==> config.mk <==
export PLATFORM = sky130hd
export DESIGN_NAME = i2c_byte_shifter
export DESIGN_NICKNAME = d
export VERILOG_FILES = /design/src/rtl/i2c_byte_shifter.sv
export SDC_FILE = /design/constraint.sdc
export NUM_CORES = 1
export LEC_CHECK = 0
export CELL_PAD_IN_SITES_DETAIL_PLACEMENT = 0
export CELL_PAD_IN_SITES_GLOBAL_PLACEMENT = 2
export CORE_AREA = 3 3 67 69
export CTS_BUF_LIST = sky130_fd_sc_hd__clkbuf_8
export DETAILED_ROUTE_END_ITERATION = 8
export DIE_AREA = 0 0 70 72
export GPL_ROUTABILITY_DRIVEN = 0
export PLACE_DENSITY = 0.88
export SLEW_MARGIN = 20
export SYNTH_ARGS = -nofsm -noshare
export SYNTH_HDL_FRONTEND = slang
export SYNTH_SLANG_ARGS = --single-unit
export TNS_END_PERCENT = 50
==> constraint.sdc <==
create_clock -name clk -period 2 [get_ports clk]
set_input_delay 0.4 -clock clk [delete_from_list [all_inputs] [get_ports clk]]
set_output_delay 0.4 -clock clk [all_outputs]
set_load 0.005 [all_outputs]
==> src/rtl/i2c_byte_shifter.sv <==
// I2C master data-phase shifter: takes one byte over valid/ready, shifts it onto SDA
// MSB first with generated SCL, samples the slave ACK and pulses done.
module i2c_byte_shifter #(
  parameter int HALF_PER = 25
) (
  input  logic       clk,
  input  logic       rst,
  input  logic       enable,
  input  logic       in_valid,
  input  logic [7:0] in_data,
  output logic       in_ready,
  input  logic       sda_in,
  output logic       sda_out,
  output logic       sda_oe,
  output logic       scl_out,
  output logic       busy,
  output logic       done,
  output logic       ack_ok,
  output logic       nack
);

  localparam int CW = (HALF_PER > 1) ? $clog2(HALF_PER) : 1;

  typedef enum logic [2:0] {IDLE, LOW, HIGH, ACK_LOW, ACK_HIGH, DONE} state_t;

  state_t        state_q, state_d;
  logic [CW-1:0] cnt_q, cnt_d;
  logic [2:0]    bit_q, bit_d;
  logic [7:0]    sh_q, sh_d;
  logic          scl_q, scl_d;
  logic          sda_q, sda_d;
  logic          oe_q, oe_d;
  logic          busy_q, busy_d;
  logic          done_q, done_d;
  logic          ack_q, ack_d;
  logic          nack_q, nack_d;
  logic          rdy_q, rdy_d;
  logic          phase_end;
  logic          accept;

  assign phase_end = (cnt_q == CW'(HALF_PER - 1));
  assign accept    = in_valid & rdy_q & enable & (state_q == IDLE);

  always_comb begin
    state_d = state_q;
    cnt_d   = cnt_q + CW'(1);
    bit_d   = bit_q;
    sh_d    = sh_q;
    scl_d   = scl_q;
    sda_d   = sda_q;
    oe_d    = oe_q;
    busy_d  = busy_q;
    done_d  = 1'b0;
    ack_d   = ack_q;
    nack_d  = nack_q;

    if (!enable) begin
      // Abort: release the bus entirely, keep the last ACK result
      state_d = IDLE;
      cnt_d   = '0;
      scl_d   = 1'b1;
      sda_d   = 1'b1;
      oe_d    = 1'b0;
      busy_d  = 1'b0;
    end else begin
      unique case (state_q)
        IDLE: begin
          cnt_d = '0;
          if (accept) begin
            state_d = LOW;
            sh_d    = in_data;
            bit_d   = 3'd7;
            scl_d   = 1'b0;
            sda_d   = in_data[7];
            oe_d    = ~in_data[7];
            busy_d  = 1'b1;
            ack_d   = 1'b0;
            nack_d  = 1'b0;
          end
        end
        LOW: begin
          if (phase_end) begin
            state_d = HIGH;
            cnt_d   = '0;
            scl_d   = 1'b1;
          end
        end
        HIGH: begin
          if (phase_end) begin
            cnt_d = '0;
            scl_d = 1'b0;
            bit_d = bit_q - 3'd1;
            if (bit_q == 3'd0) begin
              state_d = ACK_LOW;
              sda_d   = 1'b1;
              oe_d    = 1'b0;
            end else begin
              // SDA only moves together with the SCL falling edge
              state_d = LOW;
              sh_d    = {sh_q[6:0], 1'b0};
              sda_d   = sh_q[6];
              oe_d    = ~sh_q[6];
            end
          end
        end
        ACK_LOW: begin
          if (phase_end) begin
            state_d = ACK_HIGH;
            cnt_d   = '0;
            scl_d   = 1'b1;
          end
        end
        ACK_HIGH: begin
          if (phase_end) begin
            state_d = DONE;
            cnt_d   = '0;
            scl_d   = 1'b0;
            done_d  = 1'b1;
            ack_d   = ~sda_in;
            nack_d  = sda_in;
          end
        end
        DONE: begin
          // SCL stays low in IDLE; the stop generator takes over the bus
          state_d = IDLE;
          cnt_d   = '0;
          busy_d  = 1'b0;
        end
        default: begin
          state_d = IDLE;
          cnt_d   = '0;
        end
      endcase
    end

    rdy_d = enable & (state_d == IDLE);
  end

  always_ff @(posedge clk or posedge rst) begin
    if (rst) begin
      state_q <= IDLE;
      cnt_q   <= '0;
      bit_q   <= 3'd7;
      sh_q    <= '0;
      scl_q   <= 1'b1;
      sda_q   <= 1'b1;
      oe_q    <= 1'b0;
      busy_q  <= 1'b0;
      done_q  <= 1'b0;
      ack_q   <= 1'b0;
      nack_q  <= 1'b0;
      rdy_q   <= 1'b0;
    end else begin
      state_q <= state_d;
      cnt_q   <= cnt_d;
      bit_q   <= bit_d;
      sh_q    <= sh_d;
      scl_q   <= scl_d;
      sda_q   <= sda_d;
      oe_q    <= oe_d;
      busy_q  <= busy_d;
      done_q  <= done_d;
      ack_q   <= ack_d;
      nack_q  <= nack_d;
      rdy_q   <= rdy_d;
    end
  end

  assign in_ready = rdy_q;
  assign sda_out  = sda_q;
  assign sda_oe   = oe_q;
  assign scl_out  = scl_q;
  assign busy     = busy_q;
  assign done     = done_q;
  assign ack_ok   = ack_q;
  assign nack     = nack_q;

endmodule
==> flow_summary_export.csv <==
group,metric,value,unit
run_status,status,"complete, no violations",
placement,port-buffer-count,20,
layout,n_antenna_cell,0,
critical_path,critPathRequiredTime,2.16,ns
synthesis,syn-num-nets,148,
sta,fin_skew,0.00719,ns
critical_path,crit_fanout,6,
layout,fillers,372,
sta,hold_violations,0,
sta,setup_viol,0,
layout,nNetsFinal,178,
clocking,clk_pin_slew,0.09,ns
placement,post-place-ws,0.0365,ns
critical_path,cp-end-kind,"flip-flop",
synthesis,syn_area,1400,um^2
sta,fin_tns_setup,0,ns
clocking,cts_inserted_buffers,3,
synthesis,synth.most_common_cell,"dfrtp_1",
critical_path,cp_slowest_cell,"dfstp_2",
layout,area_delta_synth_final,25.6,%
pwr,power,1.17,mW
detailed_routing,wl_per_cell,13.9,um
pwr,ir_drop,0.284,mV
global_route,grt_util_all_layers,12.7,%
global_route,first_global_vias,1098,
floorplan,dieArea,5040,um^2
clocking,clock_latency,0.28,ns
synthesis,synth_seq_cells,26,
clocking,htree_levels,1,
critical_path,path_cells,"inv_1 -> ha_1 -> or2b_2 -> a31oi_1 -> nor2_2 -> mux2_2",
floorplan,core_area,3970,um^2
synthesis,async_flop_share,100,%
detailed_routing,vias_per_cell,5.01,
placement,detailed_place_hpwl,2170,um
floorplan,start_util,35.3,%
critical_path,worst_ep_arrival_time,2.00,ns
detailed_routing,wl,2910,um
sta,rsz0062_at_grt,"false",
pwr,p_per_area,666,nW/um^2
synthesis,netlist_instances,131,
synthesis,synth_top_area_share,37.5,%
synthesis,synth_edf_count,0,
critical_path,slowest_delay,0.53,ns
clocking,cts_num_sinks,26,
layout,final_cell_area,1760,um^2
clocking,clockBufferDepth,2,
critical_path,critical_path_class,"flip-flop to flip-flop",
synthesis,yosysTopAreaCell,"dfrtp_1",
sta,post-route-period-util,91.7,%
floorplan,die-height,72,um
global_route,grt_start_max_net_pins,27,
synthesis,synth_top_flop_cell,"dfrtp_1",
sta,maxSlewViolCount,0,
layout,multi_input_area,661,um^2
floorplan,die_x,70,um
sta,tightest_slew,0.339,ns
detailed_routing,route.detailed.drc,0,
clocking,cts_hold_buf,0,
synthesis,netlist_top_cells_count,"dfrtp_1 (21), mux2_2 (10), inv_1 (9)",
synthesis,ys_warn_count,0,
synthesis,synth_cell_types,43,
sta,fin_crit,1.83,ns
sta,slew_headroom,77.4,%
flow_run,cap_violations,0,
synthesis,synth.avg_cell_area,10.7,um^2
global_route,antenna_found_initial,0,
detailed_routing,drtIter0Drc,99,
pwr,p_leak,0.759,nW
hold_path,min_path_type,"input pin to asynchronous set/reset pin",
placement,post_dp_cell_area,1680,um^2
detailed_routing,drt_pass1_iterations,3,
detailed_routing,final_antenna_net_count,0,
critical_path,start_kind,"flip-flop",
synthesis,synthTopCellsByArea,"dfrtp_1 (38%), dfstp_2 (9.4%), mux2_2 (8.0%)",
synthesis,ys_seq_area_share,46.9,%
detailed_routing,vias,1052,
sta,layout_setup_ws,0.166,ns
clocking,cts-root-buf,"clkbuf_8",
layout,drive_above_1_share,25.0,%
global_route,grt.overflow.total,0,
floorplan,top_level_ports,21,
global_route,grt_pass1_wl,5150,um
layout,area.sequential,657,um^2
sta,clock.fmax,0.545,GHz
clocking,cts_tree,"done",
layout,finish.utilization,44.3,%
floorplan,rows,23,
report_power, final:
group	leakage (nW)	switching (mW)	total (mW)	internal [mW]
combinational	0.403	0.0886	0.203	0.114
clock	0.0288	0.170	0.346	0.176
sequential	0.328	0.0338	0.623	0.589
worst paths after layout:
path	slack [ns]	cells past startpoint	endpoint	startpoint
setup / recovery	0.17	6	sh_q[3]$_DFFE_PP0P_	bit_q[0]$_DFFE_PP1P_
hold / removal	0.47	3	sh_q[2]$_DFFE_PP0P_	rst
setup reg to reg	0.17	6	sh_q[3]$_DFFE_PP0P_	bit_q[0]$_DFFE_PP1P_
hold reg to reg	0.49	1	cnt_q[0]$_DFF_PP0_	cnt_q[0]$_DFF_PP0_
max in group asynchronous	1.23	3	bit_q[0]$_DFFE_PP1P_	rst
min in group clk	0.49	1	cnt_q[0]$_DFF_PP0_	cnt_q[0]$_DFF_PP0_
through the flow:
step / hold slack [ns] / instances
6_report: 0.470 / 210
5_1_grt: 0.520 / 210
4_1_cts: 0.479 / 208
3_5_place_dp: 0.483 / 204
3_3_place_gp: 0.469 / 204
2_1_floorplan: 0.436 / 131
cell families after synthesis:
family / synth area share (%)
flip-flops: 46.9
XOR/XNOR: 2.50
adder cells (fa/ha/maj): 3.57
buffers and inverters: 6.25
AO/OA/AOI/OAI: 12.6
AND/OR/NAND/NOR: 16.9
multiplexers: 11.3
timing repair:
action,4_1_cts,5_1_grt
endpoints found under the setup margin,0,9
gates resized for setup,0,2
setup buffers,0,2
layout make-up:
cell class                      count  share of cell area, %
Multi-Input combinational cell     89                   37.6
Clock buffer                        4                   3.13
Inverter                            9                   1.92
Tap cell                           50                   3.56
Sequential cell                    26                   37.3
Timing Repair Buffer               32                   16.5
cell usage in the layout (no fill, tap or decap), types with 3 or more instances in the layout:
master and n:
nand3_1 6, buf_4 12, mux2_2 10, a22oi_1 3
inv_1 9, nand2_1 8, dfstp_2 5, mux2i_1 3
dfrtp_1 21, clkbuf_8 4, o21ai_0 8, a21oi_1 5
clkdlybuf4s50_1 20, nor2_1 7, ha_1 4
worst max-delay path, delay by kind of cell (launching register included):
| kind | cells | cell delay, ns |
|---|---|---|
| compound gates | 1 | 0.12 |
| buf+inv | 1 | 0.06 |
| simple gates | 2 | 0.44 |
| flops | 1 | 0.53 |
| mux | 1 | 0.37 |
| fa+ha+maj | 1 | 0.20 |
flip-flops by register name (all words and copies together) (netlist names):
| signal | count |
|---|---|
| ack_ok | 1 |
| nack | 1 |
| in_ready | 1 |
| bit_q | 3 |
| sh_q | 7 |
| done | 1 |
| state_q | 3 |
| sda_out | 1 |
| scl_out | 1 |
| busy | 1 |
| sda_oe | 1 |
| cnt_q | 5 |
layer usage:
metal | vias to the layer above | global-route usage (%) | wire length, um
li1 | 515 | - | -
met1 | 523 | 15.5 | 1360
met4 | 0 | 3.19 | 19
met2 | 12 | 22.1 | 1440
met3 | 2 | 3.46 | 98
met5 | - | 0 | 0
Power figures use the tool's default switching activity.
==> variant: new RTL, same settings <==
The 6 states of `state_t` get a one-hot encoding in 6 bits.
--- a/src/rtl/i2c_byte_shifter.sv
+++ b/src/rtl/i2c_byte_shifter.sv
@@ -21,7 +21,7 @@
 
   localparam int CW = (HALF_PER > 1) ? $clog2(HALF_PER) : 1;
 
-  typedef enum logic [2:0] {IDLE, LOW, HIGH, ACK_LOW, ACK_HIGH, DONE} state_t;
+  typedef enum logic [5:0] {IDLE = 6'b000001, LOW = 6'b000010, HIGH = 6'b000100, ACK_LOW = 6'b001000, ACK_HIGH = 6'b010000, DONE = 6'b100000} state_t;
 
   state_t        state_q, state_d;
   logic [CW-1:0] cnt_q, cnt_d;
Formal check against the unedited RTL: same outputs for any inputs over 10 cycles, from zero or initial values and one cycle with rst high; not proved beyond that.
==> variant against the unedited design <==
- clock power up 36%
- total power up 20%
- routed wire length up 34%
- non-clock buffer count up 16
- synthesized area up 22%
- first-iteration DRC count up 8.1%
- worst setup slack worse by 0.095 ns
- sequential cell count up 3
- fmax down 4.9%
- final area up 28%
==> variant: results (changes against the unedited design) <==
- First-pass DRT Iterations: 4 (was 3)
- Routed wire length per instance: 15.09 um (was 13.87 um)
- Via density per instance: 5.450 (was 5.010)
- Buffer share of cell area: 18.43% (was 16.50%)
- Global Route met2 Usage: 27.81% (was 22.14%)
- Crit Path Max Fanout: 8 (was 6)
- Sequential power share: 49.1% (was 53.2%)
- Critical path arrival: 2.09 ns (was 2.00 ns)
- Share of cells above drive strength 1: 31.73% (was 25.00%)
- Status: complete, no violations (unchanged)
- Syn Nets: 176 (was 148)
- Total Wirelength: 3893 um (was 2912 um)
- Signal buffers: 48 (was 32)
- P_sw: 0.0003403 W (was 0.0002923 W)
- Worst Tran Pin Value: 0.3951 ns (was 0.3387 ns)
- Final Critical Period: 1.928 ns (was 1.834 ns)
- R2r setup slk: 0.07 ns (was 0.17 ns)
- DPL Wire Length: 3019 um (was 2165 um)
- Post-synth top area share: 33.67% (was 37.53%)
- Internal Power: 0.001069 W (was 0.0008801 W)
- Post-Place Worst Slack: -0.1244 ns (was 0.03655 ns)
- Wire length on met2: 1905 um (was 1437 um)
- Max VDD drop: 0.4326 mV (was 0.2843 mV)
- FILL cells: 355 (was 372)
- Syn avg cell area: 10.75 um^2 (was 10.69 um^2)
- GRT Total Usage: 16.99% (was 12.65%)
- Sequential cell area: 733.2 um^2 (was 656.9 um^2)
- Critical Path Source: state_q[4] (was bit_q[0])
- Global-route wire length before repair: 6775 um (was 5154 um)
- Post-DP Area: 2110 um^2 (was 1684 um^2)
- Total CTS buffers: 5 (was 3)
- Leak: 1.040 nW (was 0.7591 nW)
- Comb_multi_in: 111 (was 89)
- Core Util, Final: 56.58% (was 44.30%)
- Unique masters post-synth: 54 (was 43)
- Regs by FF count: sh_q x7, state_q x6, cnt_q x5 (was sh_q x7, cnt_q x5)
- Routed length on met3: 116 um (was 98 um)
- Synth top area cells: dfrtp_1 (34%), dfstp_2 (9.2%), mux2_2 (7.9%) (was dfrtp_1 (38%), dfstp_2 (9.4%), mux2_2 (8.0%))
- Seq/Total Area, Yosys: 42.90% (was 46.92%)
- Metal-1 WL: 1838 um (was 1357 um)
- Final Skew: 0.004636 ns (was 0.007192 ns)
- Initial DRC count: 107 (was 99)
- Fin nets: 224 (was 178)
variant: cell count changes in the layout (fill, tap and decap cells not counted), sizes merged, moves of 4 or more:
| cell | before | now |
|---|---|---|
| a211oi | 0 | 4 |
| buf | 12 | 28 |
| inv | 9 | 14 |
| nor2 | 9 | 13 |
| nor4 | 0 | 4 |
| o21ai | 8 | 4 |
variant: repair_timing:
action,CTS,global route
resized for setup,0,4
buffers inserted,0,3
setup endpoints to repair,0,8
variant: cells by family (layout without fill, tap and decap cells):
group / after synthesis / after routing / share of synthesized area [%]
mux: 15 / 15 / 9.663
buf+inv: 19 / 68 / 5.563
simple gates: 52 / 52 / 19.99
compound gates: 35 / 35 / 16.40
flops: 29 / 29 / 42.90
fa+ha+maj: 4 / 4 / 2.928
xor+xnor: 5 / 5 / 2.563
variant: critical path, cell delays in order, from the launching register on:
cell and delay [ns]:
dfrtp_1 0.37, or4_4 0.61, a211oi_4 0.29, a211oi_4 0.07
buf_6 0.14, buf_4 0.13, a32o_1 0.20
